**src/rtl/div_result_bcd_pkg.sv**
```systemverilog
// Shared types and defaults for the divider result BCD converter.
package div_pkg;

  localparam int WIDTH_DEF  = 32;
  localparam int DIGITS_DEF = 10;
  localparam int CNT_W_DEF  = $clog2(WIDTH_DEF);

  typedef enum logic [1:0] {
    IDLE    = 2'd0,
    CONVERT = 2'd1,
    DONE    = 2'd2
  } state_t;

  typedef logic [4*DIGITS_DEF-1:0] bcd_t;

endpackage

```
**src/rtl/div_result_bcd_dabble.sv**
```systemverilog
// One double-dabble iteration: add 3 to every digit >= 5, then shift in a bit.
module bcd_dabble_step
  import div_pkg::*;
#(
  parameter int DIGITS = DIGITS_DEF
) (
  input  logic [4*DIGITS-1:0] bcd_i,
  input  logic                msb_i,
  output logic [4*DIGITS-1:0] bcd_o
);

  logic [4*DIGITS-1:0] adj;

  // Per-digit correction so the following shift carries correctly into the next digit
  always_comb begin
    adj = bcd_i;
    for (int d = 0; d < DIGITS; d++) begin
      if (bcd_i[4*d +: 4] >= 4'd5) begin
        adj[4*d +: 4] = bcd_i[4*d +: 4] + 4'd3;
      end
    end
  end

  assign bcd_o = {adj[4*DIGITS-2:0], msb_i};

endmodule

```
**src/rtl/div_result_bcd.sv**
```systemverilog
// Converts a signed quotient and unsigned remainder to packed BCD, one bit per
// cycle for both operands in lockstep, and holds the result for a consumer.
module div_result_bcd
  import div_pkg::*;
#(
  parameter int WIDTH  = WIDTH_DEF,
  parameter int DIGITS = DIGITS_DEF
) (
  input  logic                clk,
  input  logic                reset,
  input  logic                VALID,
  output logic                READY,
  input  logic [WIDTH-1:0]    Q,
  input  logic [WIDTH-2:0]    R,
  input  logic                div_zero_err,
  output logic                OUT_VALID,
  input  logic                OUT_READY,
  output logic                Q_NEG,
  output logic [4*DIGITS-1:0] Q_BCD,
  output logic [4*DIGITS-1:0] R_BCD,
  output logic                err
);

  localparam int CNT_W = $clog2(WIDTH);

  // Two's-complement magnitude as an unsigned value; the most negative input
  // maps to 2^(WIDTH-1), which still fits in WIDTH unsigned bits.
  function automatic logic [WIDTH-1:0] magnitude(input logic [WIDTH-1:0] v);
    magnitude = v[WIDTH-1] ? ((~v) + WIDTH'(1)) : v;
  endfunction

  state_t              state_q, state_d;
  logic [CNT_W-1:0]    cnt_q, cnt_d;

  logic [WIDTH-1:0]    qbin_q, rbin_q;
  logic [4*DIGITS-1:0] qacc_q, racc_q;
  logic [4*DIGITS-1:0] qacc_nxt, racc_nxt;
  logic                neg_q;

  logic [4*DIGITS-1:0] q_bcd_q, r_bcd_q;
  logic                q_neg_q, err_q;

  logic                accept;
  logic                last_step;

  assign accept    = (state_q == IDLE) && VALID;
  assign last_step = (state_q == CONVERT) && (cnt_q == CNT_W'(WIDTH-1));

  bcd_dabble_step #(.DIGITS(DIGITS)) u_q_step (
    .bcd_i (qacc_q),
    .msb_i (qbin_q[WIDTH-1]),
    .bcd_o (qacc_nxt)
  );

  bcd_dabble_step #(.DIGITS(DIGITS)) u_r_step (
    .bcd_i (racc_q),
    .msb_i (rbin_q[WIDTH-1]),
    .bcd_o (racc_nxt)
  );

  // State and bit counter registers
  always_ff @(posedge clk or negedge reset) begin
    if (!reset) begin
      state_q <= IDLE;
      cnt_q   <= '0;
    end else begin
      state_q <= state_d;
      cnt_q   <= cnt_d;
    end
  end

  // Next-state and counter logic
  always_comb begin
    state_d = state_q;
    cnt_d   = cnt_q;
    case (state_q)
      IDLE: begin
        if (VALID) begin
          state_d = div_zero_err ? DONE : CONVERT;
          cnt_d   = '0;
        end
      end
      CONVERT: begin
        cnt_d = cnt_q + CNT_W'(1);
        if (last_step) state_d = DONE;
      end
      DONE: begin
        if (OUT_READY) state_d = IDLE;
      end
      default: state_d = IDLE;
    endcase
  end

  // Handshake outputs decoded from state
  always_comb begin
    READY     = (state_q == IDLE);
    OUT_VALID = (state_q == DONE);
  end

  // Working shift registers: loaded on accept, advanced one bit per CONVERT cycle
  always_ff @(posedge clk) begin
    if (accept) begin
      qbin_q <= magnitude(Q);
      rbin_q <= {1'b0, R};
      qacc_q <= '0;
      racc_q <= '0;
      neg_q  <= Q[WIDTH-1];
    end else if (state_q == CONVERT) begin
      qbin_q <= {qbin_q[WIDTH-2:0], 1'b0};
      rbin_q <= {rbin_q[WIDTH-2:0], 1'b0};
      qacc_q <= qacc_nxt;
      racc_q <= racc_nxt;
    end
  end

  // Result registers: updated only on entry to DONE, held otherwise
  always_ff @(posedge clk or negedge reset) begin
    if (!reset) begin
      q_bcd_q <= '0;
      r_bcd_q <= '0;
      q_neg_q <= 1'b0;
      err_q   <= 1'b0;
    end else if (accept && div_zero_err) begin
      q_bcd_q <= '0;
      r_bcd_q <= '0;
      q_neg_q <= 1'b0;
      err_q   <= 1'b1;
    end else if (last_step) begin
      q_bcd_q <= qacc_nxt;
      r_bcd_q <= racc_nxt;
      q_neg_q <= neg_q;
      err_q   <= 1'b0;
    end
  end

  assign Q_BCD = q_bcd_q;
  assign R_BCD = r_bcd_q;
  assign Q_NEG = q_neg_q;
  assign err   = err_q;

endmodule

```
**config.mk**
```make
export PLATFORM = sky130hd
export DESIGN_NAME = div_result_bcd
export DESIGN_NICKNAME = d
export VERILOG_FILES = /design/src/rtl/div_result_bcd_pkg.sv /design/src/rtl/div_result_bcd_dabble.sv /design/src/rtl/div_result_bcd.sv
export SDC_FILE = /design/constraint.sdc
export NUM_CORES = 1
export LEC_CHECK = 0
export CORE_ASPECT_RATIO = 2
export CORE_MARGIN = 3
export CORE_UTILIZATION = 45
export CTS_BUF_LIST = sky130_fd_sc_hd__clkbuf_8
export CTS_CLUSTER_DIAMETER = 100
export DETAILED_ROUTE_END_ITERATION = 16
export PLACE_DENSITY_LB_ADDON = 0.25
export SLEW_MARGIN = 25
export SYNTH_ARGS = -nofsm -noshare
export SYNTH_HDL_FRONTEND = slang
export SYNTH_SLANG_ARGS = --single-unit
export TNS_END_PERCENT = 20
```
**constraint.sdc**
```tcl
create_clock -name clk -period 2.9 [get_ports clk]
set_input_delay 0.435 -clock clk [delete_from_list [all_inputs] [get_ports clk]]
set_output_delay 0.435 -clock clk [all_outputs]
set_load 0.02 [all_outputs]
```
==> results.yml <==
finish:
  final_cells: 1638
  diodes: 0
  nFillCells: 2140
  layout-drive-gt1-share_pct: 9.18
  synthToLayoutAreaGrowth_pct: 24.6
  fin_util_pct: 57.4
  nNetsFinal: 1436
  design_area_sq_um: 13800
cts:
  cts.path.max_buffers: 3
  cts.sinks: 234
  clk_latency_ps: 520
  cts_setup_buffers: 0
  cts_tree: "built"
  cts_buffers: 35
  htreeDepth: 2
  path_clk_slew_ps: 70
  cts-root-buf: "clkbuf_8"
critical_path:
  slowest_stage: "clkdlybuf4s50_1"
  crit_required_ps: 2470
  path_cells: "nor2_1 > clkdlybuf4s50_1"
  crit_arrival_ps: 2080
  crit_family: "buffers and inverters"
  cp_max_fo: 7
  max_stage_delay_ps: 700
  cp.buffers_inverters: 1
  reg2reg_setup_slack_ps: 820
  worst_setup_path_end_kind: "primary output"
  crit_start: "state_q[0]"
  startpoint_type: "flip-flop"
  worstSetupPathType: "reg2out"
  r2r-start: "state_q[0]"
timing:
  finalHoldViolations: 0
  tns_ps: 0
  min_period_over_period_pct: 86.9
  setup_viol: 0
  rsz0062_at_grt: "no"
  relSlewSlack_pct: 58.4
  fmax_ghz: 0.397
  holdWs_ps: 452
  timing.final.ws_setup_ps: 380
  worstMarginPinSlew_ps: 624
  finalCriticalPeriod_ps: 2520
  final_max_slew_viol_count: 0
  clock_skew_ps: 19.6
power:
  powerDensity_nw_per_um2: 877
  irDropWorstVdd_mv: 0.599
  p_total_mw: 12.1
  p_leak_nw: 5.46
drt:
  post_drt_via_cell_ratio: 5.42
  route.vias.total: 8885
  final_antenna_net_count: 0
  drc: 0
  dr.pass1.iters: 5
  drt-wirelength-per-cell_um: 15.5
  wl_um: 25400
  drtIter0Drc: 532
outcome:
  run_status: "complete, no violations"
synth:
  yosys.area.top_type: "dfrtp_1"
  synth_warnings: 0
  post-synth-top-area-fraction_pct: 20.1
  netlist_top_cells_count: "nand2_1, o21ai_0, dfrtp_1, dfxtp_1, edfxtp_1"
  synth_mux_area_share_pct: 2.23
  synthTopCellsByArea: "dfrtp_1, edfxtp_1, dfxtp_1"
  synth-xor-area-share_pct: 3.88
  yosysMostFrequentCell: "nand2_1"
  yosysSeqAreaShare_pct: 52.1
  synth_top_family_by_area: "compound AO/OA/AOI/OAI gates"
  syn_inst: 1168
  ys_ff_latch: 234
  synth_compound_area_share_pct: 16.7
  synth_edf_count: 64
  yosys_most_used_dff: "dfrtp_1"
  synthAdderAreaFrac_pct: 4.86
  async_reset_ff_share_pct: 38.0
  synth_nets: 1279
  synth_area_sq_um: 11100
  synth-simple-area-share_pct: 16.5
  syn_avg_cell_area_sq_um: 9.48
  yosysUniqueCellTypes: 43
die:
  rows: 80
  die_w_um: 117
  initial_core_util_pct: 46.1
  core_area_sq_um: 24000
  io-pin-count: 152
  die_area_sq_um: 26600
  die_h_um: 228
place:
  dp_cells: 1574
  gp_congestion: 0.858
  place_ws_ps: -48.8
  place_area_sq_um: 13000
  portBuffers: 151
  dp_hpwl_um: 17200
grt:
  track_usage_pct: 19.4
  antenna_found_initial: 0
  grt_max_degree: 146
  grt_pass1_vias: 8904
  grt_overflow_total: 0
  grt_first_pass_wirelength_um: 42300
job:
  maxCapViolCount: 0
min_path:
  hold_path.class: "in2async"
[logic make-up (layout without fill, tap and decap cells)]
kind of cell / count (synthesis) / in the layout
simple gates: 389 / 389
compound gates: 324 / 324
flops: 234 / 234
buf+inv: 107 / 290
xor+xnor: 49 / 49
fa+ha+maj: 43 / 43
mux: 22 / 22
[registers in the layout, indices dropped and copies added (netlist names), 2 cells and up]
signal	count
rbin_q	32
Q_BCD	40
qbin_q	32
racc_q	40
cnt_q	5
qacc_q	40
state_q	2
R_BCD	40
[layout by cell type, fill, tap and decap left out, types with 3 or more instances in the layout]
| cell type | synthesis | final |
|---|---|---|
| nand4_1 | 3 | 3 |
| nor2_1 | 13 | 13 |
| nor3_1 | 14 | 14 |
| nand3_1 | 61 | 61 |
| nand2b_1 | 32 | 31 |
| a22o_1 | 15 | 15 |
| o41ai_2 | 4 | 4 |
| a21oi_1 | 52 | 51 |
| a32o_1 | 7 | 7 |
| mux2_2 | 21 | 21 |
| edfxtp_1 | 64 | 64 |
| o21ai_0 | 213 | 213 |
| or3_1 | 4 | 4 |
| buf_4 | 0 | 27 |
| ha_1 | 43 | 43 |
| inv_1 | 42 | 51 |
| o21ai_1 | 6 | 6 |
| xnor2_1 | 21 | 21 |
| xor2_1 | 28 | 28 |
| o41ai_1 | 3 | 3 |
| nor4_1 | 4 | 4 |
| buf_12 | 0 | 5 |
| clkdlybuf4s50_1 | 0 | 150 |
| clkbuf_8 | 0 | 47 |
| dfxtp_1 | 81 | 81 |
| clkinv_2 | 0 | 5 |
| nand2_1 | 216 | 214 |
| dfrtp_1 | 89 | 89 |
| nor3b_1 | 25 | 25 |
| nor2b_1 | 4 | 3 |
| o31ai_1 | 21 | 21 |
[power breakdown]
part           internal [mW]  total (mW)  switching (mW)
clock                   1.63        2.93            1.30
combinational           1.53        4.03            2.49
sequential              4.57        5.15           0.575
[final cells by class]
class	count	area, sq um	share of cell area, %
Multi-Input combinational cell	827	4920	35.7
Inverter	44	166	1.21
Clock buffer	47	647	4.69
Clock inverter	16	120	0.871
Timing Repair Buffer	183	1810	13.1
Sequential cell	234	5770	41.8
Tap cell	287	359	2.60
[layer usage]
layer,global-route usage (%),wire [um],up-vias
met4,7.93,834,0
met3,3.42,1160,57
met5,0,0,-
li1,-,-,4399
met1,22.2,10000,4221
met2,34.5,13400,208
[worst register-to-register path, delay by kind of cell (launching register included)]
kind	cells	cell delay, ps
buffers and inverters	3	650
and+or+nand+nor	3	590
DFF	1	470
[final timing paths]
check,cells past startpoint,to
worst max-delay path,2,READY
worst min-delay path,2,R_BCD[33]
worst max register to register,6,rbin_q[14]
worst min register to register,2,rbin_q[31]
max in group asynchronous,3,Q_BCD[24]
min in group clk,2,rbin_q[31]
[timing repair]
item	4_1_cts	5_1_grt
gates resized for setup	0	0
hold buffers	1	0
endpoints found under the hold margin	37	0
Power figures use the tool's default switching activity.
